### src/rtl/arith_pkg.sv
// Shared types and sign helpers for the sequential arithmetic unit.
// Helpers work on a 64-bit word; callers zero-extend and truncate, so WIDTH <= 64.
package arith_pkg;

   localparam int MAX_W = 64;

   typedef logic [MAX_W-1:0] word_t;

   typedef enum logic [2:0] {
      ADD = 3'd0,
      SUB = 3'd1,
      MUL = 3'd2,
      DIV = 3'd3,
      MOD = 3'd4
   } op_t;

   typedef enum logic [1:0] {
      IDLE = 2'd0,
      BUSY = 2'd1,
      DONE = 2'd2
   } state_t;

   function automatic word_t neg_w(input word_t x);
      return ~x + word_t'(1);
   endfunction

   // is_neg is the operand's sign bit (already qualified by signed mode)
   function automatic word_t abs_w(input word_t x, input logic is_neg);
      return is_neg ? neg_w(x) : x;
   endfunction

endpackage

### src/rtl/seq_divider.sv
// Restoring divider over unsigned magnitudes, one quotient bit per step.
// The caller supplies the iteration count through step/last.
module seq_divider #(
   parameter int WIDTH = 8
) (
   input  logic             clk,
   input  logic             reset,
   input  logic             start,
   input  logic             step,
   input  logic             last,
   input  logic [WIDTH-1:0] dividend,
   input  logic [WIDTH-1:0] divisor,
   output logic             busy,
   output logic             done,
   output logic [WIDTH-1:0] quo,
   output logic [WIDTH-1:0] rem,
   output logic             dz
);

   logic [WIDTH-1:0] dvs_r;
   logic [WIDTH:0]   trial;
   logic             fits;

   // quo starts as the dividend and is shifted out MSB-first while quotient bits shift in
   assign trial = {rem, quo[WIDTH-1]};
   assign fits  = trial >= {1'b0, dvs_r};
   assign done  = busy & step & last;

   always_ff @(posedge clk) begin
      if (reset) begin
         busy  <= 1'b0;
         quo   <= '0;
         rem   <= '0;
         dvs_r <= '0;
         dz    <= 1'b0;
      end else if (start) begin
         busy  <= 1'b1;
         quo   <= dividend;
         rem   <= '0;
         dvs_r <= divisor;
         dz    <= (divisor == '0);
      end else if (busy && step) begin
         rem <= fits ? WIDTH'(trial - {1'b0, dvs_r}) : trial[WIDTH-1:0];
         quo <= {quo[WIDTH-2:0], fits};
         if (last)
            busy <= 1'b0;
      end
   end

endmodule

### src/rtl/seq_arith_unit.sv
// Handshaked add/sub/mul/div/mod unit; mul and div iterate over operand magnitudes.
//  state | meaning
//  IDLE  | in_ready=1, waiting for operands
//  BUSY  | WIDTH mul/div iterations, counted by cnt_r
//  DONE  | out_valid=1, result held until out_ready
module seq_arith_unit
   import arith_pkg::*;
#(
   parameter int WIDTH = 8
) (
   input  logic             clk,
   input  logic             reset,
   input  logic             in_valid,
   output logic             in_ready,
   input  logic [2:0]       in_op,
   input  logic             in_signed,
   input  logic [WIDTH-1:0] in_a,
   input  logic [WIDTH-1:0] in_b,
   output logic             out_valid,
   input  logic             out_ready,
   output logic [WIDTH-1:0] out_res,
   output logic             out_dz
);

   localparam int CNT_W = $clog2(WIDTH + 1);

   state_t           state, state_nx;
   op_t              op_r;
   logic [WIDTH-1:0] a_r, fast_r, acc_r, mc_r, mp_r;
   logic             a_neg_r, prod_neg_r;
   logic [CNT_W-1:0] cnt_r;

   logic             accept, in_iter, cnt_last;
   logic             a_neg_in, b_neg_in;
   logic [WIDTH-1:0] a_mag_in, b_mag_in, fast_res;
   logic [WIDTH-1:0] res_c;
   logic             dz_c;

   logic             div_start, div_step, div_busy, div_done, div_dz;
   logic [WIDTH-1:0] div_quo, div_rem;

   function automatic logic [WIDTH-1:0] apply_sign(input logic [WIDTH-1:0] m, input logic n);
      return n ? WIDTH'(neg_w(word_t'(m))) : m;
   endfunction

   assign in_ready  = (state == IDLE);
   assign out_valid = (state == DONE);
   assign accept    = in_valid && in_ready;
   assign in_iter   = (in_op == MUL) || (in_op == DIV) || (in_op == MOD);
   assign cnt_last  = (cnt_r == CNT_W'(1));

   assign a_neg_in = in_signed & in_a[WIDTH-1];
   assign b_neg_in = in_signed & in_b[WIDTH-1];
   assign a_mag_in = WIDTH'(abs_w(word_t'(in_a), a_neg_in));
   assign b_mag_in = WIDTH'(abs_w(word_t'(in_b), b_neg_in));

   always_comb begin
      fast_res = '0;
      case (in_op)
         ADD:     fast_res = in_a + in_b;
         SUB:     fast_res = in_a - in_b;
         default: fast_res = '0;
      endcase
   end

   assign div_start = accept && ((in_op == DIV) || (in_op == MOD));
   assign div_step  = (state == BUSY) && div_busy;

   seq_divider #(.WIDTH(WIDTH)) u_div (
      .clk      (clk),
      .reset    (reset),
      .start    (div_start),
      .step     (div_step),
      .last     (cnt_last),
      .dividend (a_mag_in),
      .divisor  (b_mag_in),
      .busy     (div_busy),
      .done     (div_done),
      .quo      (div_quo),
      .rem      (div_rem),
      .dz       (div_dz)
   );

   always_ff @(posedge clk) begin
      if (reset) begin
         state      <= IDLE;
         op_r       <= ADD;
         a_r        <= '0;
         a_neg_r    <= 1'b0;
         prod_neg_r <= 1'b0;
         fast_r     <= '0;
         acc_r      <= '0;
         mc_r       <= '0;
         mp_r       <= '0;
         cnt_r      <= '0;
      end else begin
         state <= state_nx;
         if (accept) begin
            op_r       <= op_t'(in_op);
            a_r        <= in_a;
            a_neg_r    <= a_neg_in;
            prod_neg_r <= a_neg_in ^ b_neg_in;
            fast_r     <= fast_res;
            acc_r      <= '0;
            mc_r       <= a_mag_in;
            mp_r       <= b_mag_in;
            cnt_r      <= CNT_W'(WIDTH);
         end else if (state == BUSY) begin
            cnt_r <= cnt_r - CNT_W'(1);
            if (op_r == MUL) begin
               // only the low WIDTH product bits survive, so the accumulator stays WIDTH wide
               if (mp_r[0])
                  acc_r <= acc_r + mc_r;
               mc_r <= mc_r << 1;
               mp_r <= mp_r >> 1;
            end
         end
      end
   end

   always_comb begin
      state_nx = state;
      case (state)
         IDLE: if (accept) state_nx = in_iter ? BUSY : DONE;
         BUSY: if ((op_r == MUL) ? cnt_last : div_done) state_nx = DONE;
         DONE: if (out_ready) state_nx = IDLE;
         default: state_nx = IDLE;
      endcase
   end

   always_comb begin
      res_c = fast_r;
      dz_c  = 1'b0;
      case (op_r)
         MUL: res_c = apply_sign(acc_r, prod_neg_r);
         DIV: begin
            dz_c  = div_dz;
            res_c = div_dz ? '1 : apply_sign(div_quo, prod_neg_r);
         end
         MOD: begin
            dz_c  = div_dz;
            res_c = div_dz ? a_r : apply_sign(div_rem, a_neg_r);
         end
         default: res_c = fast_r;
      endcase
      out_res = (state == DONE) ? res_c : '0;
      out_dz  = (state == DONE) && dz_c;
   end

endmodule
### config.mk
export PLATFORM = sky130hd
export DESIGN_NAME = seq_arith_unit
export DESIGN_NICKNAME = d
export VERILOG_FILES = /design/src/rtl/arith_pkg.sv /design/src/rtl/seq_divider.sv /design/src/rtl/seq_arith_unit.sv
export SDC_FILE = /design/constraint.sdc
export NUM_CORES = 1
export LEC_CHECK = 0
export BUFFER_PORTS_ARGS = -buffer_cell sky130_fd_sc_hd__buf_2
export CAP_MARGIN = 20
export CORE_MARGIN = 2
export CORE_UTILIZATION = 50
export DETAILED_ROUTE_END_ITERATION = 12
export HOLD_SLACK_MARGIN = 0.1
export PLACE_DENSITY = 0.68
export SETUP_SLACK_MARGIN = 0.3
export SYNTH_ARGS = -nofsm -noshare
export SYNTH_HDL_FRONTEND = slang
export SYNTH_SLANG_ARGS = --single-unit
### constraint.sdc
create_clock -name clk -period 5.4 [get_ports clk]
set_input_delay 0 -clock clk [delete_from_list [all_inputs] [get_ports clk]]
set_output_delay 0 -clock clk [all_outputs]
set_load 0.01 [all_outputs]
## After elaboration in Yosys (flattened, before gate mapping)

Index checks and enable logic that the tools add are counted.
Widths: inputs -> output; s select.

- Eq/ne operators: 13
- Add/subtract/negate cells: 10
- Reduce and logical (&&, ||, !) cells: 22
- Bitwise operators: 10
- Magnitude comparators: 1
- Muxes and demuxes: 31

Operator list:

| operator | number |
|---|---|
| $mux 8 | 17 |
| $add 8x1->8 const B | 5 |
| $not 8->8 | 5 |
| $pmux 8 s3 | 1 |
| $add 8x8->8 | 2 |
| $pmux 8 s2 | 1 |
| $sub 8x8->8 | 2 |
| $eq 3x2->1 const B | 4 |
| $ge 9x8->1 | 1 |
| $logic_not 8->1 | 1 |
| $mux 2 | 4 |
| $mux 4 | 2 |
| $reduce_bool 2->1 | 4 |
| $eq 3x3->1 const B | 2 |
| $ne 2x1->1 const B | 3 |
| $pmux 2 s3 | 1 |
| $reduce_and 3->1 | 2 |
| $reduce_or 2->1 | 3 |
| $logic_and 1x1->1 | 5 |
| $mux 1 | 5 |
| $and 1x1->1 | 4 |
| $eq 4x1->1 const B | 1 |
| $reduce_and 2->1 | 2 |
| $sub 4x1->4 const B | 1 |
| 7 further kinds | 9 |

- Bits in registers: 77

## Longest topological paths before layout

- Depth after elaboration: 7
- Gate-level depth with buffers: 12
- Gate-level depth less buffers: 12

## By module

A second synthesis with hierarchy kept.

- Cells, all modules: 696
- Area total of the unflattened synthesis: 5358.9 um^2

By module, submodules not included:

| module | cells each | times used | area each (um^2) |
|---|---|---|---|
| seq_arith_unit | 497 | 1 | 3846.2 |
| seq_divider | 199 | 1 | 1512.7 |

## Worst setup path after synthesis

Ideal clock, no wire load.

- Path type: input port to flip-flop
- Start: input port in_op[1]
- End: register fast_r[7]
- Data required time: 5283 ps
- Data arrival time: 1952 ps
- Setup time: 117 ps
- Setup slack: 3331 ps
- Buffers on the path: 0
- Stages: 9
- Path through: nor3b_2 -> mux2_2 -> inv_1 -> ha_1 -> a21o_1 -> a211oi_1 -> a21oi_1 -> xnor2_1 -> a32o_1

- Cells in the longest elaborated chain, start to end: 2

RTL lines:

| what | line | RTL |
|---|---|---|
| start: declaration | seq_arith_unit.sv:15 | `input logic [2:0] in_op,` |
| $eq 3x1->1 or $logic_not 3->1 (tied branches) | seq_arith_unit.sv:59 | `case (in_op)` |
| $pmux 8 s2 (*) | seq_arith_unit.sv:59 |  |
| end signal: assignment | seq_arith_unit.sv:103 | `fast_r <= fast_res;` |
| end: declaration | seq_arith_unit.sv:29 | `logic [WIDTH-1:0] a_r, fast_r, acc_r, mc_r, mp_r;` |

Every way passes the cells marked *; elsewhere a longest branch is shown, timed or not.
A chain may end at the register's enable or synchronous reset.

## Worst setup path after layout

- Start: input port in_b[0]
- End: register fast_r[7]

- Cells in the longest elaborated chain, start to end: 2

RTL lines:

| what | line | RTL |
|---|---|---|
| start: declaration | seq_arith_unit.sv:18 | `input logic [WIDTH-1:0] in_b,` |
| $sub 8x8->8 or $add 8x8->8 (tied branches) | seq_arith_unit.sv:61, seq_arith_unit.sv:60 |  |
| $pmux 8 s2 (*) | seq_arith_unit.sv:59 |  |

Marks and branches as above.

==> results.py <==
metrics = {
    "worst_setup_path": {
        "critPathRequiredTime_ns": 5.66,
        "slowest_delay_ns": 0.53,
        "crit_chain": "dlygate4sd3_1 -> buf_2 -> inv_1 -> ha_1 -> nor3b_1 -> nor2_1 -> xnor2_1 -> ha_1 -> and3_1 -> a211oi_1 -> a21oi_1 -> xnor2_1 -> a32o_1",
        "cp_max_fo": 6,
        "crit_path_top_delay_cell": "dlygate4sd3_1",
        "crit_buf_inv": 3,
        "critPathCaptureType": "flop",
        "crit_type": "in2reg",
        "arrival_ns": 2.88,
        "critPathLaunchType": "input pin",
        "crit_family": "buffers and inverters",
    },
    "timing": {
        "rsz0062_at_grt": "false",
        "finalHoldViolCount": 0,
        "maxSlewViolCount": 0,
        "finalCritPeriodShare": 0.486,
        "setup_viol": 0,
        "relSlewSlack": 0.364,
        "tightest_slew_ns": 0.951,
        "fin_crit_ns": 2.63,
        "fin_skew_ns": 0.00835,
        "fmax_ghz": 0.381,
        "fin_tns_setup_ns": 0,
    },
    "power": {
        "power.switching_w": 0.000447,
        "p_seq_frac": 0.448,
        "clockPowerShare": 0.324,
        "max-vdd-ir-drop_uv": 150,
        "switching_share": 0.318,
        "p_int_w": 0.000958,
        "power_density_mw_per_mm2": 244,
        "p_leak_nw": 2.27,
        "p_comb_frac": 0.228,
    },
    "floorplanning": {
        "coreArea_mm2": 0.0101,
        "chipHeight_um": 105,
        "rows": 37,
        "ios": 35,
        "start_util": 0.507,
        "die_w_um": 105,
        "dieArea_mm2": 0.0111,
    },
    "yosys": {
        "synth-compound-area-share": 0.222,
        "synthesis.nets": 727,
        "synth_ff_type": "dfxtp_1",
        "ys_types": 55,
        "synthAdderAreaFrac": 0.0847,
        "synth_top_family_by_area": "simple AND/OR/NAND/NOR gates",
        "yosys.area.top_type": "dfxtp_1",
        "synth_top_area_share": 0.300,
        "synth-seq-cells": 77,
        "synth_edf_count": 0,
        "syn_area_mm2": 0.00514,
        "synthSimpleGateAreaFrac": 0.229,
        "yosys-mux-area-fraction": 0.0324,
        "synth_xor_area_frac": 0.0883,
        "async_reset_ff_frac": 0,
        "syn_avg_cell_area_um2": 7.68,
        "syn_inst": 670,
        "synth_area_leaders": "dfxtp_1 (30%), ha_1 (7.3%), nand2_1 (6.5%), a21oi_1 (6.2%), nor2_1 (5.7%)",
        "yosysWarningCount": 0,
        "yosysSeqAreaShare": 0.300,
    },
    "finish": {
        "antennaDiodeCount": 0,
        "drive_gt1_frac": 0.0941,
        "nNetsFinal": 764,
        "fin_cells": 848,
        "area_growth_pct": 12.1,
        "fin_area_mm2": 0.00577,
    },
    "clock_network": {
        "clkSinkCount": 77,
        "post_cts_buffers": 0,
        "path_clk_slew_ns": 0.09,
        "cts.root.buffer_cell": "clkbuf_8",
        "clk_path_buf_depth": 2,
        "cts_resized": 0,
        "clock_latency_ns": 0.36,
        "cts_inserted_buffers": 9,
        "cts_tree": "built",
        "htreeDepth": 3,
    },
    "detailed_routing": {
        "drtIter0Drc": 348,
        "ant_nets": 0,
        "wl_per_cell_um": 16.6,
        "vias": 4892,
        "firstDrtPassIters": 4,
        "remaining_drc_errors": 0,
        "wl_um": 14100,
        "via_per_inst": 5.77,
    },
    "grt": {
        "grt_pass1_wl_um": 23100,
        "grt_overflow": 0,
        "grt_usage": 0.262,
        "antenna_found_initial": 0,
        "grt_max_degree": 55,
        "grt_pass1_vias": 4550,
    },
    "placement": {
        "place_congestion": 0.912,
        "hpwl_um": 10700,
        "placed_area_mm2": 0.00540,
        "dp.cells": 815,
        "io_buffers": 34,
    },
    "worst_hold_path": {
        "min_path_type": "in2reg",
    },
    "outcome": {
        "outcome": "finished, final reports clean",
    },
    "flow_run": {
        "drv_cap": 0,
    },
}
[layout make-up]
| cell class | count | area, µm² |
|---|---|---|
| Inverter | 29 | 109 |
| Timing Repair Buffer | 55 | 370 |
| Sequential cell | 77 | 1540 |
| Fill cell | 943 | 4370 |
| Clock inverter | 5 | 60.1 |
| Clock buffer | 11 | 141 |
| Multi-Input combinational cell | 535 | 3370 |
| Tap cell | 136 | 170 |
[layout by cell type (no fill, tap or decap), types with 2 or more instances in the layout]
cell / synthesis / routed
nand2_1: 89 / 89
nor2_1: 78 / 78
dfxtp_1: 77 / 77
a21oi_1: 64 / 64
buf_2: 7 / 34
xnor2_1: 33 / 33
o21ai_0: 31 / 31
ha_1: 30 / 30
inv_1: 29 / 29
xor2_1: 17 / 17
nand3_1: 17 / 17
dlygate4sd3_1: 0 / 17
a22oi_1: 15 / 15
nor3_1: 13 / 13
nand2b_1: 13 / 13
nor2b_1: 12 / 12
mux2i_1: 11 / 11
a211oi_1: 10 / 10
clkbuf_8: 0 / 10
o31ai_1: 9 / 9
a31oi_1: 9 / 9
a221oi_1: 8 / 8
nor4_1: 6 / 6
o21a_1: 6 / 6
nor3b_1: 5 / 5
or3_1: 5 / 5
o21ai_1: 5 / 5
a21boi_0: 5 / 5
a21o_1: 5 / 5
buf_4: 0 / 4
and2_1: 3 / 3
a32o_1: 3 / 3
o211ai_1: 3 / 3
mux2_1: 3 / 3
fa_1: 3 / 3
mux2_2: 2 / 2
nand2_2: 2 / 2
and3_1: 2 / 2
clkinv_4: 0 / 2
[kinds of logic after synthesis]
| group | after synthesis |
|---|---|
| AO/OA/AOI/OAI | 182 |
| XOR/XNOR | 51 |
| adder cells (fa/ha/maj) | 33 |
| buffers and inverters | 58 |
| flip-flops | 77 |
| multiplexers | 16 |
| AND/OR/NAND/NOR | 253 |
[power groups by stage]
stage / Clock [W] / Combinational (W) / Sequential (W)
after floorplan: 0 / 0.000235 / 0.000628
after global placement: 0 / 0.000304 / 0.000640
after detailed placement: 0 / 0.000309 / 0.000641
after CTS: 0.000462 / 0.000320 / 0.000628
after global routing: 0.000488 / 0.000358 / 0.000634
final: 0.000455 / 0.000321 / 0.000629
[sequential cells by signal, indices dropped and copies added (netlist names)]
signal,flops
a_neg_r,1
a_r,8
acc_r,8
cnt_r,4
fast_r,8
mc_r,8
mp_r,8
op_r,3
prod_neg_r,1
state,2
u_div.busy,1
u_div.dvs_r,8
u_div.dz,1
u_div.quo,8
u_div.rem,8
[Yosys cell counts (all sizes together) (3+ instances only)]
library cell / n
a21oi: 64
a21boi: 5
buf: 9
a211oi: 11
o211ai: 3
a21o: 5
a22oi: 15
a221oi: 8
inv: 29
ha: 30
nor3b: 6
xor2: 17
nor2: 79
and2: 3
nand3: 17
nor4: 7
o31ai: 9
or3: 5
dfxtp: 77
a31oi: 9
a32o: 3
nand2: 91
xnor2: 34
mux2i: 11
clkbuf: 20
o21a: 6
o21ai: 36
fa: 3
nor3: 14
mux2: 5
nand2b: 13
nor2b: 12
[per-stage QoR]
step / setup WS, ns / power, W / utilization / hold WS, ns
6_report: 2.77 / 0.00140 / 0.569 / 0.125
5_1_grt: 2.51 / 0.00148 / 0.569 / 0.144
4_1_cts: 2.79 / 0.00141 / 0.569 / 0.113
3_5_place_dp: 2.96 / 0.000951 / 0.532 / 0.295
3_3_place_gp: 2.97 / 0.000944 / 0.532 / 0.286
2_1_floorplan: 3.33 / 0.000864 / - / 0.136
[per-layer routing]
| layer | GRT usage | vias to the layer above | share of wire |
|---|---|---|---|
| met5 | 0 | - | 0 |
| met1 | 0.371 | 2249 | 0.46 |
| met4 | 0.107 | 0 | 0.027 |
| met2 | 0.391 | 189 | 0.43 |
| li1 | - | 2424 | - |
| met3 | 0.0470 | 30 | 0.076 |
[worst min-delay path, delay by kind of cell]
kind	cells	cell delay, ns
buf+inv	1	0.15
xor+xnor	1	0.15
simple gates	1	0.10
compound gates	1	0.05
[worst paths after layout]
kind | from | endpoint | slack, ns | cells past startpoint
setup / recovery | in_b[0] | fast_r[7] | 2.77 | 13
hold / removal | in_b[6] | u_div.dz | 0.13 | 4
setup reg to reg | state[0] | u_div.quo[1] | 3.03 | 5
hold reg to reg | a_r[3] | a_r[3] | 0.46 | 2
[repair_timing]
| action | CTS | global route |
|---|---|---|
| hold buffers | 17 | 0 |
| setup endpoints to repair | 0 | 0 |
| endpoints found under the hold margin | 26 | 0 |
Note: power is estimated with default switching activity, not from simulation.
